`src/rtl/u_mac_acc8_pkg.sv`:
```
// u_mac_acc8_pkg: shared constants and types for the product accumulator.
// Ports: none (package). Provides default widths, product width and the
// group-tracking state enum.
package u_mac_acc8_pkg;

  // Default accumulator/result width and per-group term counter width.
  localparam int ACC_W_DEF = 16;
  localparam int CNT_W_DEF = 8;

  // Product width produced by the upstream 4x4 unsigned multiplier.
  localparam int PROD_W = 8;

  // IDLE: no terms in the current group; ACCUM: at least one term summed.
  typedef enum logic {
    IDLE  = 1'b0,
    ACCUM = 1'b1
  } state_t;

endpackage

```
`src/rtl/u_mac_acc8.sv`:
```
// u_mac_acc8: registers 8-bit unsigned products and accumulates them per group
// (group closed by prod_last), emitting sum / term count / sticky wrap flag.
// Ports: clk, rst (async active-high); prod/prod_valid/prod_last/prod_ready in;
// clr (sync abort); acc_out/acc_cnt/acc_ovf/acc_valid/acc_ready out.
module u_mac_acc8
  import u_mac_acc8_pkg::*;
#(
  parameter int ACC_W = ACC_W_DEF,
  parameter int CNT_W = CNT_W_DEF
) (
  input  logic              clk,
  input  logic              rst,
  input  logic [PROD_W-1:0] prod,
  input  logic              prod_valid,
  input  logic              prod_last,
  output logic              prod_ready,
  input  logic              clr,
  output logic [ACC_W-1:0]  acc_out,
  output logic [CNT_W-1:0]  acc_cnt,
  output logic              acc_ovf,
  output logic              acc_valid,
  input  logic              acc_ready
);

  state_t              state, state_next;
  logic                s1_valid;
  logic [PROD_W-1:0]   s1_prod;
  logic                s1_last;
  logic [ACC_W-1:0]    acc;
  logic [CNT_W-1:0]    cnt;
  logic                ovf;

  logic                advance;
  logic                accept;
  logic                load;
  logic [ACC_W:0]      sum;
  logic [CNT_W-1:0]    cnt_next;
  logic                ovf_next;

  // Only a closing term has to wait for the output register; non-last terms
  // fold into acc regardless of downstream backpressure.
  assign advance    = s1_valid & ~(s1_last & acc_valid & ~acc_ready);
  assign prod_ready = ~rst & ~clr & (~s1_valid | advance);
  assign accept     = prod_valid & prod_ready;
  // clr wins over a closing term in s1: the group is aborted, nothing loads.
  assign load       = advance & s1_last & ~clr;

  // One extra bit so the carry out of the ACC_W-bit sum marks a wrap.
  assign sum      = {1'b0, acc} + {{(ACC_W + 1 - PROD_W){1'b0}}, s1_prod};
  assign ovf_next = ovf | sum[ACC_W];
  assign cnt_next = (&cnt) ? cnt : cnt + 1'b1;

  // Group tracking FSM: state register.
  always_ff @(posedge clk or posedge rst) begin
    if (rst) state <= IDLE;
    else     state <= state_next;
  end

  // Group tracking FSM: next state.
  always_comb begin
    state_next = state;
    if (clr) begin
      state_next = IDLE;
    end else if (advance) begin
      state_next = s1_last ? IDLE : ACCUM;
    end
  end

  // Stage 1: input register.
  always_ff @(posedge clk or posedge rst) begin
    if (rst) begin
      s1_valid <= 1'b0;
      s1_prod  <= '0;
      s1_last  <= 1'b0;
    end else if (clr) begin
      s1_valid <= 1'b0;
    end else if (accept) begin
      s1_valid <= 1'b1;
      s1_prod  <= prod;
      s1_last  <= prod_last;
    end else if (advance) begin
      s1_valid <= 1'b0;
    end
  end

  // Stage 2: running sum, cleared on abort or at group end.
  always_ff @(posedge clk or posedge rst) begin
    if (rst) begin
      acc <= '0;
      cnt <= '0;
      ovf <= 1'b0;
    end else if (clr || (advance && s1_last)) begin
      acc <= '0;
      cnt <= '0;
      ovf <= 1'b0;
    end else if (advance) begin
      acc <= sum[ACC_W-1:0];
      cnt <= cnt_next;
      ovf <= ovf_next;
    end
  end

  // Output holding register; a new result may replace a consumed one on the
  // same edge, keeping acc_valid high.
  always_ff @(posedge clk or posedge rst) begin
    if (rst) begin
      acc_out   <= '0;
      acc_cnt   <= '0;
      acc_ovf   <= 1'b0;
      acc_valid <= 1'b0;
    end else if (load) begin
      acc_out   <= sum[ACC_W-1:0];
      acc_cnt   <= cnt_next;
      acc_ovf   <= ovf_next;
      acc_valid <= 1'b1;
    end else if (acc_ready) begin
      acc_valid <= 1'b0;
    end
  end

endmodule

```
`config.mk`:
```
export PLATFORM = sky130hd
export DESIGN_NAME = u_mac_acc8
export DESIGN_NICKNAME = d
export VERILOG_FILES = /design/src/rtl/u_mac_acc8_pkg.sv /design/src/rtl/u_mac_acc8.sv
export SDC_FILE = /design/constraint.sdc
export NUM_CORES = 1
export LEC_CHECK = 0
export ABC_CLOCK_PERIOD_IN_PS = 4400
export CAP_MARGIN = 10
export CORE_ASPECT_RATIO = 1.25
export CORE_MARGIN = 3
export CORE_UTILIZATION = 59
export CTS_CLUSTER_DIAMETER = 30
export DETAILED_ROUTE_END_ITERATION = 12
export PLACE_DENSITY_LB_ADDON = 0.3
export SLEW_MARGIN = 20
export SYNTH_ARGS = -nofsm -noshare
export SYNTH_HDL_FRONTEND = slang
export SYNTH_SLANG_ARGS = --single-unit
```
`constraint.sdc`:
```
create_clock -name clk -period 4.4 [get_ports clk]
set_clock_uncertainty 0.05 [all_clocks]
set_input_delay 0.88 -clock clk [delete_from_list [all_inputs] [get_ports clk]]
set_output_delay 0.88 -clock clk [all_outputs]
set_load 0.05 [all_outputs]
```
==> summary.md, run 1 <==
| Metric | Value |
|---|---|
| Final Hold Fails | `0` |
| Yosys cell types | `49` |
| Power Total | `about 1900 uW` |
| Crit path max fanout | `3` |
| Area delta synth->final | `22.7%` |
| Gr usage total | `roughly 22%` |
| DP Wirelength | `roughly 4100 um` |
| Drt pass-1 iters | `4` |
| VDD IR-drop max | `523 uV` |
| Clock Tree Root | `clkbuf_8` |
| Reg2reg start | `s1_prod[0]$_DFFE_PP0P_` |
| Fin crit share | `approximately 83%` |
| Register bit total from synthesis | `slightly above 60` |
| 1st-iter DRT viols | `roughly 200` |
| Lkg Pwr | `roughly 0.0017 uW` |
| Hold Path Class | `register to register` |
| Clock sink total | `between 60 and 70` |
| ANT nets after route | `0` |
| Final WS setup | `~0.74 ns` |
| Post-Syn Instances | `between 200 and 300` |
| Seq/Total Area, Yosys | `between 50 and 60%` |
| TritonCTS clock tree | `yes` |
| Fmax | `0.273 GHz` |
| Crit path DAT | `~2.7 ns` |
| Number of diodes | `0` |
| Nets | `about 350` |
| Post-Syn Area | `3020 sq um` |
| Via-to-Cell Ratio | `a little under 6` |
| CTS max path bufs | `2` |
| Max Transition Viols Final | `0` |
| Pre-CTS setup slack | `about 0.75 ns` |
| PortBufs | `40` |
| Crit path launch | `acc_ready` |
| Comb pwr share | `slightly above 30%` |
| Final setup viols | `0` |
| CP cell instances | `clkdlybuf4s50_1, nor2b_1, a311oi_1, clkdlybuf4s50_1` |
| Cts hold-fix bufs | `0` |
| Layout cell share with drive strength beyond 1 | `about 14%` |
| Placer Congestion | `~0.8` |
| Clock-pin slew on the worst setup and hold paths | `~0.070 ns` |
| Outcome | `finished clean` |
| Warnings from Yosys | `0` |
| Number of global-route vias before repair | `2,343` |
| Critical path class | `primary input to primary output` |
| Worst-Skew Late Latency | `roughly 0.34 ns` |
| GRT overflow | `0` |
| Starting Density | `62.5%` |
| Most frequent cells in the layout | `dfrtp_1 (61), clkdlybuf4s50_1 (40), nand2_1 (37)` |
| Most used DFF post-synth | `dfrtp_1` |
| Vias | `2,308` |
| Max cap viols | `0` |
| Worst Reg2Reg Path Length in Cells | `7` |
| Final wirelength | `~6000 um` |
| Seq pwr share | `roughly 37%` |
| Commonest non-fill, non-tap cell in the layout | `dfrtp_1` |
| Slew @ Worst Pin | `around 0.89 ns` |
| DIE WIDTH | `about 70 um` |
| Critical Path Sink Type | `primary output` |
| Die height | `between 80 and 90 um` |
| Worst Hold Depth | `2` |
| PostCTS Resize Cnt | `0` |
| Clock group share of total power | `approximately a third` |
| Hold Path Origin | `acc_out[12]$_DFFE_PP0P_` |
| Net Sw Frac | `34.0%` |
| Hold worst-path end | `acc_out[12]$_DFFE_PP0P_` |
| R2R setup slack | `between 2 and 2.5 ns` |
| WL/cell | `15.4 um` |
| Rel. slew slack | `40.4%` |
| Die footprint | `~6000 sq um` |
| RSZ-0062 raised after global routing | `false` |
| Global-route wire length before repair | `between 10,000 and 15,000 um` |
| NetSw | `between 600 and 700 uW` |
| Tmin final | `about 3.7 ns` |
| Final Hold Slack | `roughly 0.43 ns` |
| Max incr delay on CP | `just under 0.9 ns` |
| Rows | `28` |
| Syn Nets | `310` |
| Critical path required time | `around 3.5 ns` |
| Crit-path slowest cell | `clkdlybuf4s50_1` |
| Initial antenna violation count | `0` |
| Async S/R FF share, synth | `100%` |
| Final TNS setup | `0 ns` |
| IO Pins | `around 40` |
| Largest net degree at the start of global routing | `45` |
| Internal power | `around 1200 uW` |
| Total CTS buffers | `9` |
| FILL cells | `about 350` |
| Fin area | `approximately 3700 sq um` |
| Reg2reg end | `acc_out[14]$_DFFE_PP0P_` |
| Power density over cell area | `approximately 510 nW/um^2` |
| Core area | `between 4000 and 5000 sq um` |
| H-tree depth | `3` |
| CP most frequent cell | `clkdlybuf4s50_1` |
| Average size of a mapped cell | `approximately 11 sq um` |
| Post-DP Area | `around 3500 sq um` |
| Startpoint type of the worst setup path | `primary input` |
| Total setup buffers inserted after CTS | `0` |
| # DRC | `0` |
| Number of synthesized flops with an enable pin | `0` |
synth_stat cells (2+ instances only):
library cell	number	area share (%)
nand2b_1	2	0.41
o211ai_1	2	0.50
buf_2	3	0.50
nand2_1	37	4.6
a22o_1	7	2.0
dfrtp_1	61	51
o211ai_2	3	1.2
and3_1	5	1.0
o31ai_1	2	0.50
nand3_1	10	1.7
nand4_1	3	0.62
xnor2_1	5	1.4
mux2i_1	3	0.99
xor2_1	12	3.5
o21ai_1	3	0.50
mux2_2	17	6.3
nor2_1	8	0.99
or3_1	4	0.83
a21oi_1	16	2.7
o21ai_0	28	4.6
clkbuf_1	8	0.99
ha_1	9	3.7
inv_1	6	0.75
a31oi_1	7	1.4
logic make-up (layout without fill, tap and decap cells):
family,count (synthesis),count (layout),share of synthesized area (%)
flops,61,61,50.5
simple gates,79,79,12.8
mux,20,20,7.33
buf+inv,18,65,2.61
fa+ha+maj,10,10,4.39
xor+xnor,17,17,4.93
compound gates,81,81,17.4
per-layer routing:
layer	track usage [%]	vias up	routed length [um]
li1	-	1119	-
met1	26.9	1133	2610
met2	37.9	46	3120
met3	4.81	10	212
met4	12.2	0	112
met5	0	-	0
cell type report:
class / count / area, sq um / area share [%]
clock inverter: 4 / 95.1 / 2.56
clock buffer: 12 / 145 / 3.91
timing repair buffer: 43 / 423 / 11.4
inverter: 6 / 22.5 / 0.607
tap: 60 / 75.1 / 2.02
sequential: 61 / 1530 / 41.2
multi-input combinational: 207 / 1420 / 38.3
power groups by stage:
stage	Clock (uW)	Sequential [uW]	Combinational [uW]
after floorplan	0	937	158
after global placement	0	702	572
after detailed placement	0	708	581
after CTS	614	699	584
after global routing	645	712	616
final	608	698	578
registers in the layout (all words and copies together), names as in the netlist:
| register | flops |
|---|---|
| s1_prod | 8 |
| acc_cnt | 8 |
| cnt | 8 |
| acc_ovf | 1 |
| s1_last | 1 |
| s1_valid | 1 |
| ovf | 1 |
| acc_out | 16 |
| acc | 16 |
| acc_valid | 1 |
worst max-delay path by stage:
stage                 endpoint  slack (ns)
finish              prod_ready        0.74
CTS                 prod_ready        0.75
floorplan           prod_ready        1.18
global placement    prod_ready        0.81
global route        prod_ready        0.66
detailed placement  prod_ready        0.75
through the flow:
stage          instances  utilization [%]
2_1_floorplan        286                -
3_3_place_gp         377             71.7
3_5_place_dp         377             71.7
4_1_cts              393             76.7
5_1_grt              393             76.7
6_report             393             76.7
worst max-delay path: cells and delay by family:
| family | cells | cell delay [ns] |
|---|---|---|
| buffers and inverters | 2 | 1.38 |
| and+or+nand+nor | 1 | 0.07 |
| AOI/OAI and AO/OA | 1 | 0.40 |
Power figures use the tool's default switching activity.
==> inputs of run 2 (changes only) <==
--- a/config.mk
+++ b/config.mk
@@ -5,11 +5,11 @@
 export SDC_FILE = /design/constraint.sdc
 export NUM_CORES = 1
 export LEC_CHECK = 0
-export ABC_CLOCK_PERIOD_IN_PS = 4400
+export ABC_CLOCK_PERIOD_IN_PS = 3600
 export CAP_MARGIN = 10
 export CORE_ASPECT_RATIO = 1.25
 export CORE_MARGIN = 3
-export CORE_UTILIZATION = 59
+export CORE_UTILIZATION = 55
 export CTS_CLUSTER_DIAMETER = 30
 export DETAILED_ROUTE_END_ITERATION = 12
 export PLACE_DENSITY_LB_ADDON = 0.3
==> constraint.sdc (replaced) <==
create_clock -name clk -period 3.6 [get_ports clk]
set_clock_uncertainty 0.05 [all_clocks]
set_input_delay 0.72 -clock clk [delete_from_list [all_inputs] [get_ports clk]]
set_output_delay 0.72 -clock clk [all_outputs]
set_load 0.05 [all_outputs]
==> summary.md, run 2 (synthesized netlist as in run 1, its figures left out) <==
| Metric | Value |
|---|---|
| Critical Path Sink Type | `primary output` |
| Met2 Usage GRT | `39.1% (+1.2 points)` |
| IO Pins | `41 (unchanged)` |
| VDD IR-drop max | `426 uV (-19%)` |
| Cts hold-fix bufs | `0 (unchanged)` |
| Initial antenna violation count | `0 (unchanged)` |
| Commonest non-fill, non-tap cell in the layout | `dfrtp_1` |
| Reg2reg end | `acc_out[14]$_DFFE_PP0P_` |
| Max Transition Viols Final | `0 (unchanged)` |
| PortBufs | `40 (unchanged)` |
| Crit path DAT | `1.93 ns (-0.80 ns)` |
| DP Wirelength | `4200 um (+1.8%)` |
| Area delta synth->final | `23.0%` |
| GR peak layer | `met2` |
| Rows | `29 (+3.6%)` |
| Biggest registers after layout | `acc: 16 flops, acc_out: 16 flops` |
| Critical path required time | `2.83 ns (-0.64 ns)` |
| GRT overflow | `0 (unchanged)` |
| CTS max path bufs | `2 (unchanged)` |
| Core area | `5190 sq um (+7.3%)` |
| Worst-Skew Late Latency | `0.35 ns (about the same)` |
| Fin crit share | `roughly 75%` |
| ANT nets after route | `0 (unchanged)` |
| Power density over cell area | `619 nW/um^2 (+22%)` |
| Worst Reg2Reg Path Length in Cells | `7 (unchanged)` |
| M3 GR Usage | `4.89% (+0.080 points)` |
| Die footprint | `6420 sq um (+6.7%)` |
| Slew @ Worst Pin | `0.838 ns (-0.0553 ns)` |
| Crit path launch | `acc_ready` |
| Final Hold Fails | `0 (unchanged)` |
| Largest net degree at the start of global routing | `31 (-31%)` |
| Final WS setup | `0.902 ns (+0.160 ns)` |
| H-tree depth | `3 (unchanged)` |
| # DRC | `0 (unchanged)` |
| Global-route wire length before repair | `10,600 um (-0.52%)` |
| Fmax | `0.371 GHz` |
| TritonCTS clock tree | `yes` |
| FILL cells | `394 (+14%)` |
| Total CTS buffers | `9 (unchanged)` |
| Number of global-route vias before repair | `2,367 (+1.0%)` |
| Rel. slew slack | `44.1% (+3.7 points)` |
| R2R setup slack | `1.21 ns (-0.80 ns)` |
| WL/cell | `15.7 um (+1.6%)` |
| Tmin final | `2.70 ns` |
| Placer Congestion | `0.837 (+4.2%)` |
| Nets | `353 (+0.28%)` |
| DIE WIDTH | `72.3 um (+3.3%)` |
| Starting Density | `58.2% (-4.3 points)` |
| Outcome | `finished clean` |
| 1st-iter DRT viols | `178 (-12%)` |
| Final wirelength | `6200 um (+2.4%)` |
| Reg2reg start | `s1_prod[0]$_DFFE_PP0P_` |
| Lkg Pwr | `0.00166 uW (+0.38%)` |
| Gr usage total | `21.9% (-0.57 points)` |
| Drt pass-1 iters | `4 (unchanged)` |
| Hold Path Class | `register to register` |
| Die height | `88.9 um (+3.3%)` |
| Final setup viols | `0 (unchanged)` |
| Most frequent cells in the layout | `dfrtp_1 (61), clkdlybuf4s50_1 (39), nand2_1 (37)` |
| Via-to-Cell Ratio | `5.87 (about the same)` |
| Vias | `2,326 (+0.78%)` |
| Final TNS setup | `0 ns (unchanged)` |
| Critical path class | `primary input to primary output` |
| Layout cell share with drive strength beyond 1 | `14.7% (+0.56 points)` |
| Pre-CTS setup slack | `0.903 ns (+0.156 ns)` |
| PostCTS Resize Cnt | `0 (unchanged)` |
| Total setup buffers inserted after CTS | `0 (unchanged)` |
| Clock sink total | `61 (unchanged)` |
| Crit path max fanout | `3 (unchanged)` |
| Startpoint type of the worst setup path | `primary input` |
| Number of diodes | `0 (unchanged)` |
| End of the critical path | `prod_ready` |
| M1 GR Usage | `23.6% (-3.3 points)` |
| Clock Tree Root | `clkbuf_8` |
| Max cap viols | `0 (unchanged)` |
| Clock-pin slew on the worst setup and hold paths | `0.06 ns (about the same)` |
| RSZ-0062 raised after global routing | `false` |
## run 2: changes by cell type in the layout (fill, tap and decap cells not counted)
cell             before  now
buf_4                 3    5
clkdlybuf4s50_1      40   39
## run 2: worst min path at each step
stage	start	endpoint	slack, ns	cells after the start
final	acc_out[13]$_DFFE_PP0P_	acc_out[13]$_DFFE_PP0P_	0.43	2
after global routing	acc_out[7]$_DFFE_PP0P_	acc_out[7]$_DFFE_PP0P_	0.47	1
after CTS	acc_out[13]$_DFFE_PP0P_	acc_out[13]$_DFFE_PP0P_	0.43	2
after detailed placement	acc_cnt[5]$_DFFE_PP0P_	acc_cnt[5]$_DFFE_PP0P_	0.42	2
after global placement	acc_cnt[4]$_DFFE_PP0P_	acc_cnt[4]$_DFFE_PP0P_	0.41	2
after floorplan	ovf$_DFFE_PP0P_	ovf$_DFFE_PP0P_	0.43	2
## run 2: per-layer routing
layer	vias up	wire length (um)
met4	0	157
li1	1117	-
met2	53	3260
met1	1143	2520
met3	13	266
met5	-	0
## run 2: area by class of cell
type,instances,area (sq um),area share [%]
Clock buffer,12,145,3.91
Timing Repair Buffer,44,428,11.5
Clock inverter,4,95.1,2.56
Multi-Input combinational cell,207,1420,38.2
Tap cell,62,77.6,2.09
Inverter,6,22.5,0.606
Sequential cell,61,1530,41.1
## run 2: stage by stage
stage	std cells	area (sq um)	power [uW]	hold WS [ns]	util, %
finish	396	3720	2300	0.427	71.6
global route	396	3720	2400	0.466	71.6
CTS	396	3720	2330	0.435	71.6
detailed placement	380	3480	1570	0.419	67.0
global placement	380	3480	1560	0.409	67.0
floorplan	286	3020	1340	0.425	-
## run 2: power breakdown
group | switching (uW) | internal [uW]
Clock | 267 | 478
Sequential | 57.0 | 791
Combinational | 455 | 251
Total | 779 | 1520
## run 2: critical path, cell delays in order
cell and delay (ns):
clkdlybuf4s50_1 0.50, nor2b_1 0.07, a311oi_1 0.37, buf_4 0.27
==> inputs of run 3 (changes only) <==
--- a/config.mk
+++ b/config.mk
@@ -5,11 +5,11 @@
 export SDC_FILE = /design/constraint.sdc
 export NUM_CORES = 1
 export LEC_CHECK = 0
-export ABC_CLOCK_PERIOD_IN_PS = 3600
+export ABC_CLOCK_PERIOD_IN_PS = 2300
 export CAP_MARGIN = 10
 export CORE_ASPECT_RATIO = 1.25
 export CORE_MARGIN = 3
-export CORE_UTILIZATION = 55
+export CORE_UTILIZATION = 49
 export CTS_CLUSTER_DIAMETER = 30
 export DETAILED_ROUTE_END_ITERATION = 12
 export PLACE_DENSITY_LB_ADDON = 0.3
==> constraint.sdc (replaced) <==
create_clock -name clk -period 2.3 [get_ports clk]
set_clock_uncertainty 0.05 [all_clocks]
set_input_delay 0.46 -clock clk [delete_from_list [all_inputs] [get_ports clk]]
set_output_delay 0.46 -clock clk [all_outputs]
set_load 0.05 [all_outputs]
==> summary.md, run 3 (synthesized netlist as in run 1, its figures left out) <==
| Metric | Value |
|---|---|
| Total CTS buffers | `9 (unchanged)` |
| Vias | `2,294 (-1.4%)` |
| CP cell instances | `ha_1, fa_1, a211oi_2, o211ai_2, nand3_1, xor2_1, o21ai_0` |
| Crit path max fanout | `8 (+5)` |
| Via-to-Cell Ratio | `5.47 (-6.8%)` |
| Final setup viols | `0 (unchanged)` |
| Number of global-route vias before repair | `2,271 (-4.1%)` |
| Cts hold-fix bufs | `0 (unchanged)` |
| Nets | `357 (+1.1%)` |
| Die height | `93.8 um (+5.5%)` |
| 1st-iter DRT viols | `193 (+8.4%)` |
| Drt pass-1 iters | `4 (unchanged)` |
| Clock Tree Root | `clkbuf_8` |
| Worst Hold Depth | `2 (unchanged)` |
| Worst-Skew Late Latency | `0.34 ns (about the same)` |
| Number of diodes | `0 (unchanged)` |
| CP Depth | `7 (+3)` |
| Worst Reg2Reg Path Length in Cells | `7 (unchanged)` |
| Layout Cells excl Fill | `419 (+5.8%)` |
| Max Transition Viols Final | `0 (unchanged)` |
| Final Util | `63.7% (-7.9 points)` |
| TritonCTS clock tree | `yes` |
| Top Family by Delay on Critical Path | `adder cells` |
| PortBufs | `40 (unchanged)` |
| CTS max path bufs | `2 (unchanged)` |
| DP Wirelength | `4170 um (-0.59%)` |
| Placer Congestion | `0.830 (-0.79%)` |
| Core area | `5900 sq um (+14%)` |
| Commonest non-fill, non-tap cell in the layout | `dfrtp_1` |
| Outcome | `finished clean` |
| Final WS setup | `0.0977 ns (-0.804 ns)` |
| Initial antenna violation count | `0 (unchanged)` |
| # DRC | `0 (unchanged)` |
| Placed Instances | `403 (+6.1%)` |
| Clock sink total | `61 (unchanged)` |
| Area delta synth->final | `24.3%` |
| GRT overflow | `0 (unchanged)` |
| Global-route wire length before repair | `10,100 um (-4.1%)` |
| Tmin final | `about 2.2 ns` |
| Die footprint | `7150 sq um (+11%)` |
| Most frequent cells in the layout | `dfrtp_1 (61), clkdlybuf4s50_1 (39), nand2_1 (37)` |
| Rows | `31 (+6.9%)` |
| Largest net degree at the start of global routing | `62 (+100%)` |
| Power density over cell area | `881 nW/um^2 (+42%)` |
| Final Hold Fails | `0 (unchanged)` |
| WL/cell | `14.3 um (-9.0%)` |
| Power Total | `3310 uW (+44%)` |
| Crit-path slowest cell | `fa_1` |
| VDD IR-drop max | `704 uV (+65%)` |
| IO Pins | `41 (unchanged)` |
| Layout cell share with drive strength beyond 1 | `16.0% (+1.4 points)` |
| Starting Density | `51.3% (-7.0 points)` |
| Rel. slew slack | `44.9% (+0.81 points)` |
| Hold Path Class | `register to register` |
| Final wirelength | `5980 um (-3.7%)` |
| Biggest registers after layout | `acc: 16 flops, acc_out: 16 flops` |
| Fin crit share | `a little over nine tenths` |
| DIE WIDTH | `76.2 um (+5.4%)` |
| Critical path required time | `2.47 ns (-0.36 ns)` |
| Startpoint type of the worst setup path | `register` |
| Pre-CTS setup slack | `-0.0231 ns (-0.926 ns)` |
| H-tree depth | `3 (unchanged)` |
| Max cap viols | `0 (unchanged)` |
| Gr usage total | `18.2% (-3.8 points)` |
| Slew @ Worst Pin | `0.826 ns (-0.0122 ns)` |
| Clock-pin slew on the worst setup and hold paths | `0.06 ns (about the same)` |
| Max incr delay on CP | `0.42 ns (-0.08 ns)` |
| Fmax | `between 0.4 and 0.5 GHz` |
| Lkg Pwr | `0.00166 uW (+0.24%)` |
| Crit path DAT | `2.37 ns (+0.44 ns)` |
| ANT nets after route | `0 (unchanged)` |
| CP bufs+invs | `0 (-2)` |
| Critical Path Sink Type | `register` |
| Critical path class | `register to register` |
run 3: worst paths after layout:
kind | startpoint | to | slack (ns)
worst min register to register | acc_out[11]$_DFFE_PP0P_ | acc_out[11]$_DFFE_PP0P_ | 0.42
worst max-delay path | acc[0]$_DFFE_PP0P_ | acc_out[14]$_DFFE_PP0P_ | 0.1
min in group asynchronous | rst | acc_cnt[2]$_DFFE_PP0P_ | 0.53
worst max register to register | acc[0]$_DFFE_PP0P_ | acc_out[14]$_DFFE_PP0P_ | 0.1
max in group asynchronous | rst | acc_out[0]$_DFFE_PP0P_ | 1.40
worst min-delay path | acc_out[11]$_DFFE_PP0P_ | acc_out[11]$_DFFE_PP0P_ | 0.42
run 3: repair_timing:
| action | in CTS | in global routing |
|---|---|---|
| endpoints found under the setup margin | 0 | 3 |
| buffers inserted | 0 | 1 |
| resized for setup | 0 | 1 |
run 3: per-layer routing:
layer,track usage (%),vias up,wire (um)
met4,7.70,0,79
met2,31.5,49,3050
met5,0,-,0
li1,-,1127,-
met3,5.85,10,272
met1,20.6,1108,2580
run 3: per-stage QoR:
step	hold WS (ns)	area [sq um]	setup TNS [ns]
floorplan	0.425	3040	0
global placement	0.410	3570	0
detailed placement	0.419	3570	-0.0231
CTS	0.433	3740	0
global route	0.459	3760	-0.0428
finish	0.424	3760	0
run 3: cell type report:
| type | count | area, sq um |
|---|---|---|
| sequential | 61 | 1530 |
| clock buffer | 14 | 173 |
| timing repair buffer | 48 | 483 |
| clock inverter | 1 | 5.00 |
| tap | 82 | 103 |
| inverter | 6 | 22.5 |
| multi-input combinational | 207 | 1440 |
| fill | 487 | 2140 |
run 3: worst register-to-register path, cell delays in order (launching register included):
cell and delay, ns:
dfrtp_1 0.39, ha_1 0.23, fa_1 0.42, a211oi_2 0.26
o211ai_2 0.22, nand3_1 0.21, xor2_1 0.21, o21ai_0 0.10
run 3: power by group:
group	internal (uW)	switching (uW)	leakage [uW]	total, uW
Sequential	1240	94.1	0.000798	1330
Clock	472	387	0.0000926	859
Combinational	403	713	0.000773	1120
Total	2110	1190	0.00166	3310
==> RTL change 1: new RTL, settings of run 3 <==
The package constant `PROD_W` goes from 8 to 10.
--- a/src/rtl/u_mac_acc8_pkg.sv
+++ b/src/rtl/u_mac_acc8_pkg.sv
@@ -10,3 +10,3 @@
   // Product width produced by the upstream 4x4 unsigned multiplier.
-  localparam int PROD_W = 8;
+  localparam int PROD_W = 10;
 
Interface: changed (resized prod); port bits go from 41 to 43. No check against the original RTL was run, so the function may have changed too.
==> RTL change 1 against run 3 <==
Utilization decreased by 0.22 points; synthesized cell count increased by 20%; largest power group unchanged; global-route usage increased by 1.9 points; synthesized area increased by 11%; total power increased by 2.1%; sequential cell count increased by 2; cell count increased by 15%; critical path type unchanged; setup slack improved by 0.062 ns; worst hold slack got worse by 0.00097 ns; final area increased by 12%; routed wire length increased by 19%; via count increased by 19%; critical path depth increased by 1.
==> RTL change 1: results <==
worst_hold_path:
  min_from: "acc_out[1]"
  holdPathEnd: "acc_out[1]"
pwr:
  p_seq_share_pct: 40.1
  p_leak_uw: 0.00179
  vdd_drop_max_uv: 719
grt:
  first_global_vias: 2757
  grt_pass1_wl_mm: 12.6
  grt_start_max_net_pins: 64
  grt_use_total_pct: 20.0
logic_synthesis:
  synth_xor_area_share_pct: 3.13
  syn_nets: 370
  synthMuxAreaShare_pct: 6.26
  synth_compound_area_share_pct: 18.2
  synth.area.top_cells: "dfrtp_1 (47%), nand2_1 (5.9%), mux2_2 (5.4%), o21ai_0 (4.2%), ha_1 (4.1%)"
  ys_types: 50
  synthAdderAreaFrac_pct: 4.70
  seq_area_frac_synth_pct: 47.0
placement:
  io_buffer_count: 42
  dpl_worst_slack_ns: 0.0126
  dpl.hpwl_mm: 5.00
  place_congestion: 0.851
  dp.cells: 463
worst_setup_path:
  cp_slowest_cell: "ha_2"
  crit_arrival_ns: 2.29
  path_max_fanout: 7
  r2r_end: "acc[12]"
  worstRegToRegCells: 8
  worstReg2RegStart: "acc[6]"
drt:
  drtIter0Drc: 161
  viasPerCell: 5.65
  vias: 2724
  wl_per_cell_microns: 14.8
sta:
  worst_slew_pin_slew_ns: 0.508
  whs_ns: 0.423
final_layout:
  reg_top3: "acc: 16 flops, acc_out: 16 flops, s1_prod: 10 flops"
  drive_above_1_share_pct: 17.5
  nets: 418
run_status:
  status: "completed"
cts:
  cts.clk_slew.worst_paths_ns: 0.07
## RTL change 1: changes by cell type after synthesis, sizes merged, moves of 5 or more
cell,before,now
xnor2,5,11
nor3,2,7
nand2,38,53
xor2,12,1
buf,4,10
nor2,9,20
nand3,10,15
## RTL change 1: routing by layer
metal	global-route usage, %	up-vias	share of wire, %
met1	25.5	1329	43
met5	0	-	0
li1	-	1331	-
met2	32.7	54	52
met4	10.3	0	1.4
met3	3.20	10	3.5
## RTL change 1: final cells by class
type | instances | area [sq um] | share of cell area (%)
Multi-Input combinational cell | 253 | 1700 | 40.6
Sequential cell | 63 | 1580 | 37.6
Timing Repair Buffer | 57 | 593 | 14.1
Clock buffer | 12 | 145 | 3.46
Tap cell | 87 | 109 | 2.60
Clock inverter | 4 | 45.0 | 1.07
Inverter | 6 | 22.5 | 0.537
## RTL change 1: cells by family after synthesis
logic type / Yosys count
simple gates: 122
xor+xnor: 12
compound gates: 88
buf+inv: 26
flops: 63
mux: 19
fa+ha+maj: 12
==> RTL change 2: new RTL, flow settings as in run 3 <==
Without the edit above. Register the output `acc_cnt` once more; this adds one clock of latency there. The other outputs are not delayed to match.
--- a/src/rtl/u_mac_acc8.sv
+++ b/src/rtl/u_mac_acc8.sv
@@ -23,2 +23,4 @@
 );
+
+  logic [CNT_W-1:0] acc_cnt_s0;
 
@@ -107,3 +109,3 @@
       acc_out   <= '0;
-      acc_cnt   <= '0;
+      acc_cnt_s0 <= '0;
       acc_ovf   <= 1'b0;
@@ -112,3 +114,3 @@
       acc_out   <= sum[ACC_W-1:0];
-      acc_cnt   <= cnt_next;
+      acc_cnt_s0 <= cnt_next;
       acc_ovf   <= ovf_next;
@@ -120,2 +122,6 @@
 
+  always_ff @(posedge clk) begin
+    acc_cnt <= acc_cnt_s0;
+  end
+
 endmodule
Formal check against the unedited RTL: not equivalent (Yosys sat finds a counterexample within 4 cycles, from zero or initial values and one cycle with rst high).
==> RTL change 2 against run 3 <==
Sequential cell count increased by 8; count of clock-buffer cells in the layout decreased by 5; routed wire length increased by 1.6%; first-iteration DRC count decreased by 26%; total power decreased by 4.1%; final area increased by 6.4%; die area increased by 4.0%; synthesized area increased by 4.3%; setup slack improved by 0.041 ns.
==> RTL change 2: results <==
cts:
  ctsHtreeMaxLevel: 3
  clockBufferDepth: 2
  clk_latency_ns: 0.35
  cts.clk_slew.worst_paths_ns: 0.08
logic_synthesis:
  seq_area_frac_synth_pct: 53.5
  synthMuxAreaShare_pct: 4.21
  synth_xor_area_share_pct: 4.73
  synthTopCellsByCount: "dfrtp_1 (61), nand2_1 (53), o21ai_0 (32)"
  synth_compound_area_share_pct: 17.0
  async_reset_ff_share_pct: 88.4
  ys_types: 46
  syn_nets: 330
  synthAdderAreaFrac_pct: 4.21
  synth.area.top_cells: "dfrtp_1 (48%), nand2_1 (6.3%), dfxtp_1 (5.1%), o21ai_0 (5.1%), ha_1 (3.6%)"
placement:
  place_congestion: 0.828
  dpl.hpwl_mm: 4.41
  place_area_sq_um: 3790
grt:
  grt_start_max_net_pins: 28
  first_global_vias: 2308
  grt_pass1_wl_mm: 10.6
  grt_use_total_pct: 18.4
pwr:
  power.share.clock_pct: 31.1
  p_leak_uw: 0.00177
  power.internal_uw: 2130
  p_seq_share_pct: 44.2
  vdd_drop_max_uv: 505
  p_per_area_nw_per_um2: 794
final_layout:
  drive_above_1_share_pct: 13.5
  nets: 382
  fill_cells: 511
worst_setup_path:
  path_max_fanout: 5
  crit_arrival_ns: 2.35
  worstRegToRegCells: 6
  cp_slowest_cell: "or3b_4"
drt:
  drtIter0Drc: 143
  vias: 2410
  wl_per_cell_microns: 13.6
sta:
  worst_slew_pin_slew_ns: 0.499
run_status:
  status: "completed"
worst_hold_path:
  whs_path_depth: 0
## RTL change 2: layout make-up
cell class	instances	area, sq um	share of cell area, %
multi-input cells	220	1420	35.5
flip-flops and latches	69	1690	42.2
repair buffers	52	563	14.1
clock inverters	7	73.8	1.85
well taps	85	106	2.66
clock buffers	9	124	3.10
inverters	6	22.5	0.564
## RTL change 2: through the flow
| step | instances | setup slack, ns | hold slack (ns) |
|---|---|---|---|
| 6_report | 448 | 0.139 | 0.318 |
| 5_1_grt | 448 | -0.0273 | 0.323 |
| 3_3_place_gp | 432 | 0.127 | 0.302 |
| 3_5_place_dp | 432 | 0.0581 | 0.308 |
| 4_1_cts | 448 | 0.0398 | 0.318 |
| 2_1_floorplan | 306 | 0.0553 | 0.297 |
## RTL change 2: worst max-delay path, delay by kind of cell, from the launching register on
family / cells / cell delay, ns
flops: 1 / 0.39
fa+ha+maj: 1 / 0.38
simple gates: 2 / 0.63
compound gates: 3 / 0.60
## RTL change 2: routing by layer
metal  share of wire [%]  up-vias  global-route usage, %  routed length [microns]
met5                   0        -                      0                        0
met4                 1.7        0                   10.2                      104
met3                 3.5        6                   3.12                      213
met2                  50       49                   30.8                     3040
met1                  45     1152                   22.6                     2710
li1                    -     1203                      -                        -
## RTL change 2: final timing paths
kind | start | endpoint | slack (ns)
setup / recovery | s1_prod[6] | acc[9] | 0.14
setup reg to reg | s1_prod[6] | acc[9] | 0.14
max in group asynchronous | rst | s1_valid | 1.33
min in group asynchronous | rst | s1_prod[6] | 0.39
hold / removal | acc_cnt_s0[4] | acc_cnt[4] | 0.32
hold reg to reg | acc_cnt_s0[4] | acc_cnt[4] | 0.32
## RTL change 2: what timing repair did
item	in CTS	in global routing
endpoints found under the setup margin	0	11
setup buffers	0	0
gates resized for setup	0	1
